## src/rtl/syn_sram_arbiter.sv

```systemverilog
// SRAM arbiter and access sequencer for the shared 256Kx16 async SRAM.
// Agent 0 (VGA fetch) has fixed top priority. The other agents share the
// remaining bandwidth round-robin.
module syn_sram_arbiter #(
   parameter int unsigned NUM_AGENTS = 3,
   parameter int unsigned ADDR_W     = 18,
   parameter int unsigned DATA_W     = 16
) (
   input  logic                         clk_ir,
   input  logic                         rst_ih,
   input  logic [NUM_AGENTS-1:0]        agent_req,
   input  logic [NUM_AGENTS-1:0]        agent_wr,
   input  logic [NUM_AGENTS*ADDR_W-1:0] agent_addr,
   input  logic [NUM_AGENTS*DATA_W-1:0] agent_wdata,
   output logic [NUM_AGENTS-1:0]        agent_ack,
   output logic [NUM_AGENTS-1:0]        agent_rd_valid,
   output logic [DATA_W-1:0]            agent_rdata,
   output logic [ADDR_W-1:0]            sram_addr,
   output logic [DATA_W-1:0]            sram_wdata,
   output logic                         sram_dq_oe,
   input  logic [DATA_W-1:0]            sram_rdata,
   output logic                         sram_ce_n,
   output logic                         sram_oe_n,
   output logic                         sram_we_n,
   output logic                         sram_ub_n,
   output logic                         sram_lb_n
);

   localparam int unsigned PTR_W  = (NUM_AGENTS > 2) ? $clog2(NUM_AGENTS) : 1;
   localparam int unsigned NUM_RR = NUM_AGENTS - 1;

   typedef enum logic [1:0] {IDLE, RD, WR, WR_HOLD} state_t;

   state_t                  state, state_nx;
   logic [PTR_W-1:0]        rr_ptr, rr_ptr_nx;
   logic [PTR_W-1:0]        gnt_idx;
   logic                    gnt_any;
   logic                    xfer;
   logic                    gnt_wr;
   logic [ADDR_W-1:0]       gnt_addr;
   logic [DATA_W-1:0]       gnt_wdata;
   logic [NUM_AGENTS-1:0]   rd_owner, rd_owner_nx;
   logic [ADDR_W-1:0]       addr_nx;
   logic [DATA_W-1:0]       wdata_nx;
   logic                    dq_oe_nx;
   logic                    ce_n_nx, oe_n_nx, we_n_nx, be_n_nx;
   int                      cand;

   // Winner selection: agent 0 first, else first requester at/after rr_ptr among 1..N-1
   always_comb begin
      gnt_idx = '0;
      gnt_any = 1'b0;
      cand    = 0;
      if (agent_req[0]) begin
         gnt_any = 1'b1;
      end else begin
         for (int o = 0; o < int'(NUM_RR); o++) begin
            cand = ((int'(rr_ptr) - 1 + o) % int'(NUM_RR)) + 1;
            if (!gnt_any && agent_req[PTR_W'(cand)]) begin
               gnt_any = 1'b1;
               gnt_idx = PTR_W'(cand);
            end
         end
      end
   end

   // Grant is withheld while the write strobe is active
   assign xfer = gnt_any && (state != WR);

   // Combinational ack (one-hot or zero) and winner payload mux
   always_comb begin
      agent_ack = '0;
      gnt_wr    = 1'b0;
      gnt_addr  = '0;
      gnt_wdata = '0;
      for (int i = 0; i < int'(NUM_AGENTS); i++) begin
         if (gnt_idx == PTR_W'(i)) begin
            agent_ack[i] = xfer;
            gnt_wr       = agent_wr[i];
            gnt_addr     = agent_addr[i*ADDR_W +: ADDR_W];
            gnt_wdata    = agent_wdata[i*DATA_W +: DATA_W];
         end
      end
   end

   // Next state, round-robin pointer and next SRAM pin values
   always_comb begin
      state_nx    = IDLE;
      rr_ptr_nx   = rr_ptr;
      rd_owner_nx = '0;
      addr_nx     = sram_addr;
      wdata_nx    = sram_wdata;
      dq_oe_nx    = 1'b0;
      ce_n_nx     = 1'b1;
      oe_n_nx     = 1'b1;
      we_n_nx     = 1'b1;
      be_n_nx     = 1'b1;
      if (xfer) begin
         addr_nx = gnt_addr;
         ce_n_nx = 1'b0;
         be_n_nx = 1'b0;
         if (gnt_wr) begin
            state_nx = WR;
            we_n_nx  = 1'b0;
            dq_oe_nx = 1'b1;
            wdata_nx = gnt_wdata;
         end else begin
            state_nx = RD;
            oe_n_nx  = 1'b0;
            for (int i = 0; i < int'(NUM_AGENTS); i++) begin
               rd_owner_nx[i] = (gnt_idx == PTR_W'(i));
            end
         end
         if (gnt_idx != '0) begin
            rr_ptr_nx = (gnt_idx == PTR_W'(NUM_RR)) ? PTR_W'(1) : gnt_idx + PTR_W'(1);
         end
      end else if (state == WR) begin
         // Release we_n but keep address, data and pad drive for hold/turnaround
         state_nx = WR_HOLD;
         ce_n_nx  = 1'b0;
         be_n_nx  = 1'b0;
         dq_oe_nx = 1'b1;
      end
   end

   // State, pointer and SRAM pin registers
   always_ff @(posedge clk_ir or posedge rst_ih) begin
      if (rst_ih) begin
         state      <= IDLE;
         rr_ptr     <= PTR_W'(1);
         rd_owner   <= '0;
         sram_addr  <= '0;
         sram_wdata <= '0;
         sram_dq_oe <= 1'b0;
         sram_ce_n  <= 1'b1;
         sram_oe_n  <= 1'b1;
         sram_we_n  <= 1'b1;
         sram_ub_n  <= 1'b1;
         sram_lb_n  <= 1'b1;
      end else begin
         state      <= state_nx;
         rr_ptr     <= rr_ptr_nx;
         rd_owner   <= rd_owner_nx;
         sram_addr  <= addr_nx;
         sram_wdata <= wdata_nx;
         sram_dq_oe <= dq_oe_nx;
         sram_ce_n  <= ce_n_nx;
         sram_oe_n  <= oe_n_nx;
         sram_we_n  <= we_n_nx;
         sram_ub_n  <= be_n_nx;
         sram_lb_n  <= be_n_nx;
      end
   end

   // Read return: capture SRAM data one cycle after the read transfer
   always_ff @(posedge clk_ir or posedge rst_ih) begin
      if (rst_ih) begin
         agent_rd_valid <= '0;
         agent_rdata    <= '0;
      end else begin
         agent_rd_valid <= rd_owner;
         if (|rd_owner) begin
            agent_rdata <= sram_rdata;
         end
      end
   end

endmodule

```

## config.mk

```make
export PLATFORM = sky130hd
export DESIGN_NAME = syn_sram_arbiter
export DESIGN_NICKNAME = d
export VERILOG_FILES = /design/src/rtl/syn_sram_arbiter.sv
export SDC_FILE = /design/constraint.sdc
export NUM_CORES = 1
export LEC_CHECK = 0
export ABC_AREA = 1
export BUFFER_PORTS_ARGS = -buffer_cell sky130_fd_sc_hd__buf_2
export CORE_ASPECT_RATIO = 1.5
export CORE_MARGIN = 2
export CORE_UTILIZATION = 47
export CTS_CLUSTER_DIAMETER = 150
export CTS_CLUSTER_SIZE = 25
export DETAILED_ROUTE_END_ITERATION = 7
export PLACE_DENSITY = 0.85
export SETUP_SLACK_MARGIN = 0.5
export SYNTH_ARGS = -nofsm -noshare
export SYNTH_HDL_FRONTEND = slang
export SYNTH_SLANG_ARGS = --single-unit
```

## constraint.sdc

```tcl
create_clock -name clk_ir -period 4.25 [get_ports clk_ir]
set_input_delay 0.425 -clock clk_ir [delete_from_list [all_inputs] [get_ports clk_ir]]
set_output_delay 0.425 -clock clk_ir [all_outputs]
set_load 0.02 [all_outputs]
```

# Word level (Yosys, flattened, before mapping)
# Cells that the tools add are included.
[op_classes]
addsub = 5
n_mul = 0
n_div = 0
magnitude_cmp = 2
eq_ne = 4
n_shift = 0
muxes = 39
bitwise = 2
reduce_logical = 8
[op_table]
columns = ["op", "n"]
rows = [
  ["$mux 18", 3],
  ["$mux 16", 3],
  ["$mux 1", 22],
  ["$mux 2", 7],
  ["$lt 2x4->1 const B", 2],
  ["$mux 3", 2],
  ["$add 2x2->2 const B", 2],
  ["$add 3x2->4 const B", 1],
  ["$bmux 1 s2", 2],
  ["$eq 2x2->1 const B", 2],
  ["$reduce_and 2->1", 2],
  ["$reduce_or 3->1", 1],
  ["$sub 2x1->3 const B", 1],
  ["$add 2x1->2 const B", 1],
  ["$and 1x1->1", 2],
  ["$eq 2x1->1 const B", 1],
  ["$logic_and 1x1->1", 2],
  ["$logic_not 2->1", 1],
  ["$ne 2x2->1 const B", 1],
  ["$reduce_bool 2->1", 1],
  ["$logic_not 1->1", 1],
]
[word_totals]
register_bits = 64
latchBits = 0
mem_bits_rw = 0
romBits = 0
elab_cells = 71
memories = 0

# Longest topological paths before layout
# Gate-level depths: netlist of the first run.
[depth]
depth_word = 18
ltp_mapped = 12
mapped_depth_nobuf = 11

# Worst setup path after synthesis of the first run
# No wires, ideal clock.
[synth_timing]
path_kind = "flip-flop to output port"
startpoint = "register rr_ptr[0]"
endpoint = "output port agent_ack[1]"
arrival_time_ns = 1.621
required_time_ns = 3.825
setup_slack_ns = 2.204
path_stages_with_launch = 8
path_buffers = 1
cell_sequence = "dfstp_2 inv_1 nand3_1 nand3_1 nand2_2 nand3_1 buf_2 nor2_1"
[synth_via]
elab_chain_len = 14
elab_cells_between_ends = 24
[synth_rtl]
columns = ["item", "line_no", "text"]
rows = [
  ["from (decl)", "35", "logic [PTR_W-1:0] rr_ptr, rr_ptr_nx;"],
  ["from (signal assigned)", "142", "rr_ptr <= rr_ptr_nx;"],
  ["$sub 2x1->3 (*)", "58", "cand = ((int'(rr_ptr) - 1 + o) % int'(NUM_RR)) + 1;"],
  ["branches (longest 12 deep; another with $add 3x2->4)", "n/a", ""],
  ["$mux 1 (*)", "77", "if (gnt_idx == PTR_W'(i)) begin"],
  ["to (decl)", "15", "output logic [NUM_AGENTS-1:0] agent_ack,"],
]
# Every way passes the cells marked *. The select of a mux whose other input is x is not followed.

# Worst setup path in the final report of the first run
[layout_timing]
startpoint = "register rr_ptr[0]"
endpoint = "register sram_wdata[0]"
[layout_via]
elab_chain_len = 17
elab_cells_between_ends = 32
[layout_rtl]
columns = ["item", "line_no", "text"]
rows = [
  ["$sub 2x1->3 (*)", "58", ""],
  ["branches (longest 16 deep; another with $add 3x2->4)", "n/a", ""],
  ["to (signal assigned)", "145", "sram_wdata <= wdata_nx;"],
  ["to (decl)", "19", "output logic [DATA_W-1:0] sram_wdata,"],
]
# Marked as above.
# A chain may end at the register's enable or synchronous reset.

==> impl_metrics.json, run 1 <==
{
  "routed_wl_um": 9503,
  "num_rows": 37,
  "met3_usage_pct": 4.111,
  "p_int_mw": 1.744,
  "grt_max_degree": 64,
  "syn_to_final_growth_pct": 34.30,
  "fmax_mhz": 340.5,
  "track_usage_pct": 24.87,
  "via_count": 3562,
  "final_common_cell": "buf_2",
  "cts_tree": "done",
  "grt_use_met2_pct": 42.46,
  "drt_iter0_drc": 327,
  "timing.reg2reg.setup_slack_ns": 1.31,
  "dieHeight_um": 105.4,
  "die_area_sq_mm": 0.007544,
  "mostFrequentLayoutCells": "buf_2 (187), nand2_1 (88), nand3_1 (80)",
  "wire_per_inst_um": 15.18,
  "grt_overflow": 0,
  "criticalPathCategory": "flip-flop to flip-flop",
  "crit_path_end_kind": "flip-flop",
  "syn_inst": 370,
  "min_period_ns": 2.937,
  "cts_root_buffer": "clkbuf_8",
  "finalSetupTns_ns": 0,
  "core_sq_mm": 0.006759,
  "gp_congestion": 0.8759,
  "tightest_slew_ns": 1.078,
  "io_pins": 188,
  "worstPathRequired_ns": 4.47,
  "post-route-drc-count": 0,
  "dpl.hpwl_um": 6828,
  "hold_buffers": 0,
  "n_antenna_cell": 0,
  "slew_headroom_pct": 28.11,
  "cts_max_level": 3,
  "ys_seq_area_share_pct": 49.11,
  "status": "completed",
  "cp_max_fo": 18,
  "postCtsSetupRepairBufs": 0,
  "cts-buffers-inserted": 9,
  "portBuffers": 187,
  "clock_skew_ns": 0.005472,
  "firstDrtPassIters": 6,
  "hold_class": "input pin to asynchronous set/reset pin",
  "postCtsResizedCells": 0,
  "drv_cap": 0,
  "arrival_ns": 3.16,
  "grt-busiest-layer": "met2",
  "leakagePower_nw": 2.315,
  "pwr-share-comb_pct": 55.0,
  "drive_gt1_share_pct": 43.25,
  "fin_nets": 669,
  "p_sw_mw": 1.573,
  "antenna_left": 0,
  "worst_ir_drop_vdd_v": 0.0003658,
  "cts.clk_slew.worst_paths_ns": 0.07,
  "hold_viol": 0,
  "grt_pass1_wl_um": 14880,
  "drt-vias-per-instance": 5.690,
  "synth-seq-cells": 63,
  "fin_total_pwr_mw": 3.317,
  "switching_share_pct": 47.42,
  "p_clk_share_pct": 13.4,
  "synth_cell_type_count": 24,
  "fin_crit_sh_pct": 69.11,
  "pwr-share-seq_pct": 31.6,
  "clock_path_buffers": 2,
  "antenna_found_initial": 0,
  "rsz0062_at_grt": "false",
  "power_density_mw_per_mm2": 766.9,
  "start_kind": "flip-flop",
  "setup_viol": 0,
  "syn_nets": 496,
  "syn_avg_cell_area_sq_um": 8.704,
  "die_width_um": 71.59,
  "syn_area_sq_mm": 0.003221,
  "worstSkewPairLatency_ns": 0.33,
  "yosys_warnings": 0,
  "drv_slew": 0,
  "cts.sinks": 63,
  "grt_pass1_vias": 3300,
  "initial_utilization_pct": 47.65,
  "gr-usage-met1_pct": 29.16
}
## cell families (layout without fill, tap and decap cells)
family / count (synthesis) / after routing / share of synthesized area, %
AND/OR/NAND/NOR: 231 / 231 / 34.89
multiplexers: 16 / 16 / 5.594
flip-flops: 63 / 63 / 49.11
buffers and inverters: 39 / 217 / 5.400
AO/OA/AOI/OAI: 21 / 21 / 5.012
## flip-flops by register name, summed over array words and instances, names as in the netlist
register and cells:
state 1, rd_owner 3, sram_lb_n 1, sram_dq_oe 1, sram_we_n 1, sram_wdata 16
rr_ptr 2, agent_rdata 16, sram_addr 18, agent_rd_valid 3, sram_oe_n 1
## final timing paths
check	start	end	depth (start not counted)
max in group asynchronous	rst_ih	agent_rdata[2]	3
worst max-delay path	rr_ptr[0]	sram_wdata[0]	9
worst min-delay path	rst_ih	agent_rdata[9]	3
worst max register to register	rr_ptr[0]	sram_wdata[0]	9
min in group clk_ir	sram_rdata[9]	agent_rdata[9]	2
worst min register to register	rd_owner[0]	agent_rd_valid[0]	0
## synth_stat cells (all sizes together)
master / count / area [sq um]
nand2: 91 / 354.1
nand3: 82 / 427.9
dfrtp: 59 / 1476
nand4: 46 / 294.0
buf: 17 / 91.33
mux2: 16 / 180.2
clkbuf: 13 / 48.80
nor2: 11 / 41.29
o21a: 11 / 82.58
inv: 9 / 33.78
o211ai: 7 / 52.55
dfstp: 4 / 105.1
o21ai: 3 / 26.28
or2: 1 / 6.260
## critical path: stages (launching register included)
cell,delay (ns)
dfstp_2,0.58
inv_1,0.06
nand3_1,0.20
nand4_2,0.48
nand3_1,0.57
nand2_1,0.12
nand3_2,0.32
nand3_4,0.28
nand2_1,0.15
nand2_1,0.06
## per-stage QoR
step	instance area (sq um)	setup slack, ns	hold WS, ns	std cells	utilization, %
floorplan	3221	2.204	0.3537	370	-
global placement	4151	1.533	0.3607	610	61.42
detailed placement	4151	1.362	0.3647	610	61.42
CTS	4325	1.348	0.3074	626	63.99
global route	4325	0.9922	0.3079	626	63.99
finish	4325	1.313	0.3186	626	63.99
## power by group through the flow
stage | registers [mW] | logic [mW] | clock network, mW
floorplan | 1.37 | 0.958 | 0
global placement | 1.05 | 1.77 | 0
detailed placement | 1.05 | 1.83 | 0
CTS | 1.05 | 1.83 | 0.455
global route | 1.08 | 1.99 | 0.485
finish | 1.05 | 1.82 | 0.445
## routing by layer
metal / up-vias / wire [um]
li1: 1655 / -
met1: 1652 / 3638
met2: 216 / 4728
met3: 39 / 748
met4: 0 / 387
met5: - / 0
## final cells by class
class,instances,area (sq um)
Sequential cell,63,1582
Clock inverter,7,50.05
Timing Repair Buffer,192,973.4
Fill cell,589,2434
Inverter,9,33.78
Tap cell,78,97.59
Multi-Input combinational cell,268,1465
Clock buffer,9,123.9
Note: power is estimated with default switching activity, not from simulation.
==> run 2, diff against run 1 <==
--- a/config.mk
+++ b/config.mk
@@ -5,15 +5,15 @@
 export SDC_FILE = /design/constraint.sdc
 export NUM_CORES = 1
 export LEC_CHECK = 0
-export ABC_AREA = 1
+export ABC_AREA = 0
 export BUFFER_PORTS_ARGS = -buffer_cell sky130_fd_sc_hd__buf_2
 export CORE_ASPECT_RATIO = 1.5
 export CORE_MARGIN = 2
-export CORE_UTILIZATION = 47
+export CORE_UTILIZATION = 39
 export CTS_CLUSTER_DIAMETER = 150
 export CTS_CLUSTER_SIZE = 25
 export DETAILED_ROUTE_END_ITERATION = 7
-export PLACE_DENSITY = 0.85
+export PLACE_DENSITY = 0.76
 export SETUP_SLACK_MARGIN = 0.5
 export SYNTH_ARGS = -nofsm -noshare
 export SYNTH_HDL_FRONTEND = slang
==> constraint.sdc (replaced) <==
create_clock -name clk_ir -period 2.7 [get_ports clk_ir]
set_input_delay 0.27 -clock clk_ir [delete_from_list [all_inputs] [get_ports clk_ir]]
set_output_delay 0.27 -clock clk_ir [all_outputs]
set_load 0.02 [all_outputs]
==> impl_metrics.json, run 2 <==
{
  "num_rows": 40,
  "crit_path_end_kind": "primary output",
  "synth_edf_count": 0,
  "largest_register_ffs": 18,
  "worstPathRequired_ns": 2.43,
  "synth_top_family_by_area": "compound AO/OA/AOI/OAI gates",
  "synth-seq-cells": 63,
  "grt_max_degree": 35,
  "cts_root_buffer": "clkbuf_16",
  "cp_max_fo": 20,
  "grt_pass1_wl_um": 15980,
  "die_width_um": 77.48,
  "clock_skew_ns": 0.007322,
  "place_inst": 595,
  "hold_viol": 0,
  "tightest_slew_ns": 0.7834,
  "antenna_found_initial": 1,
  "fillCellCount": 707,
  "final_common_cell": "buf_2",
  "start_kind": "flip-flop",
  "synthFlopType": "dfrtp_1",
  "mostFrequentLayoutCells": "buf_2 (187), dfrtp_1 (59), o21ai_0 (53)",
  "path_buf_inv": 2,
  "syn_nets": 444,
  "leakagePower_nw": 2.216,
  "yosys_warnings": 0,
  "initial_utilization_pct": 39.69,
  "drive_gt1_share_pct": 49.70,
  "async_reset_ff_share_pct": 100.0,
  "die_area_sq_mm": 0.008848,
  "syn_area_sq_mm": 0.003158,
  "synth_fa_ha_area_share_pct": 0,
  "postCtsSetupRepairBufs": 0,
  "synth_area_leader_cell": "dfrtp_1",
  "fin_area_sq_mm": 0.004517,
  "synth_cell_type_count": 33,
  "power_density_mw_per_mm2": 1118,
  "reg_top3": "sram_addr (18), agent_rdata (16), sram_wdata (16)",
  "grt_pass1_vias": 3249,
  "yosysTopAreaCellShare_pct": 46.75,
  "ys_top_cells_by_count": "dfrtp_1 (59), o21ai_0 (53), mux2_2 (24)",
  "io_pins": 188,
  "cp_slowest_stage_delay_ns": 0.58,
  "fin_nets": 628,
  "setup_viol": 0,
  "hold_class": "input pin to asynchronous set/reset pin",
  "drt-vias-per-instance": 5.340,
  "synthMuxAreaShare_pct": 11.41,
  "grt_overflow": 0,
  "syn_to_final_growth_pct": 43.03,
  "fin_crit_sh_pct": 78.73,
  "min_period_ns": 2.126,
  "syn_avg_cell_area_sq_um": 9.931,
  "post-route-drc-count": 0,
  "worst_ir_drop_vdd_v": 0.0005342,
  "finalSetupTns_ns": 0,
  "firstDrtPassIters": 6,
  "worstSkewPairLatency_ns": 0.32,
  "cts_max_level": 3,
  "synth_xor_xnor_area_share_pct": 0,
  "gp_congestion": 0.8468,
  "fmax_mhz": 470.5,
  "cts.clk_slew.worst_paths_ns": 0.05,
  "ys_seq_area_share_pct": 50.08,
  "regMostFlops": "sram_addr",
  "placed_cell_area_sq_mm": 0.004217,
  "synth_compound_area_share_pct": 18.90,
  "n_antenna_cell": 0,
  "cts-buffers-inserted": 9,
  "arrival_ns": 1.86,
  "status": "completed",
  "synth.area.top_cells": "dfrtp_1 (47%), mux2_2 (8.6%), o21ai_0 (8.4%)",
  "clock_path_buffers": 2,
  "via_count": 3268,
  "slew_headroom_pct": 47.72,
  "drv_slew": 0,
  "portBuffers": 187,
  "cts_tree": "done",
  "routed_wl_um": 10270,
  "path_cells": "o21ai_1, buf_4, or2_4, nor2_1, buf_2",
  "core_sq_mm": 0.007958,
  "track_usage_pct": 23.32,
  "rsz0062_at_grt": "false",
  "drv_cap": 0,
  "cts.sinks": 63,
  "antenna_left": 0,
  "synth.most_common_cell": "dfrtp_1",
  "synthSimpleGateAreaFrac_pct": 15.49,
  "drt_iter0_drc": 190,
  "cpMaxStageDelayCell": "dfstp_2",
  "wire_per_inst_um": 16.78,
  "dpl.hpwl_um": 7396,
  "syn_inst": 318,
  "criticalPathCategory": "flip-flop to primary output",
  "layout.cells.non_filler": 612,
  "critPathTopFamily": "flip-flops",
  "dieHeight_um": 114.2
}
[run 2: cell types whose count changed in the layout (fill, tap and decap cells not counted), moves of 16 or more]
cell / previous run / this run
nand3_1: 80 / 16
nor3_1: 0 / 19
a31oi_1: 0 / 16
nand4_1: 45 / 0
and3_1: 0 / 18
nand2_1: 88 / 23
a211oi_1: 0 / 18
o21ai_0: 2 / 53
[run 2: kinds of logic (layout without fill, tap and decap cells)]
kind of cell,Yosys count,count (layout)
muxes,32,32
and+or+nand+nor,95,96
AOI/OAI and AO/OA,99,99
buffers and inverters,29,217
DFF,63,63
[run 2: metal layers]
layer | vias up | part of all wire (%) | global-route usage (%)
met3 | 26 | 5.7 | 5.047
li1 | 1533 | - | -
met2 | 134 | 52 | 40.81
met1 | 1575 | 39 | 26.78
met4 | 0 | 3.3 | 11.67
met5 | - | 0 | 0
[run 2: per-stage QoR]
step           setup WS (ns)  power, mW  util [%]  hold slack (ns)
3_5_place_dp          0.5386      3.932     52.99           0.3843
3_3_place_gp          0.6548      3.850     52.99           0.3840
4_1_cts               0.5459      5.082     56.76          0.07645
2_1_floorplan         0.7216      3.101         -           0.3435
5_1_grt               0.5076      5.325     56.76           0.1191
6_report              0.5744      5.049     56.76          0.05729
[run 2: layout make-up]
type | count | area (sq um) | share of cell area, %
clock buffer | 12 | 246.5 | 5.457
clock inverter | 4 | 45.04 | 0.9972
inverter | 2 | 7.507 | 0.1662
multi-input combinational | 227 | 1466 | 32.47
sequential | 63 | 1582 | 35.01
tap | 105 | 131.4 | 2.909
timing repair buffer | 199 | 1039 | 22.99
[run 2: path summary, 6_finish.rpt]
| path | endpoint | startpoint | slack (ns) | depth (start not counted) |
|---|---|---|---|---|
| worst max-delay path | agent_ack[2] | rr_ptr[0] | 0.57 | 5 |
| worst min-delay path | sram_addr[13] | rst_ih | 0.06 | 2 |
| worst max register to register | sram_wdata[0] | rr_ptr[1] | 0.60 | 6 |
| worst min register to register | agent_rd_valid[1] | rd_owner[1] | 0.40 | 0 |
| max in group asynchronous | sram_we_n | rst_ih | 1.95 | 3 |
| min in group clk_ir | rd_owner[2] | agent_wr[2] | 0.15 | 2 |
[run 2: timing repair]
action,CTS,global route
pin swaps,0,1
hold buffers,0,0
gates cloned,1,0
setup endpoints to repair,1,1
hold endpoints to repair,0,0
gates resized for setup,1,0
[run 2: power by group]
group,internal (mW),leakage [nW],switching [mW],total (mW)
Sequential,1.41,0.749,0.248,1.65
Combinational,0.879,1.32,1.39,2.27
Clock,0.734,0.146,0.394,1.13
Total,3.02,2.22,2.03,5.05
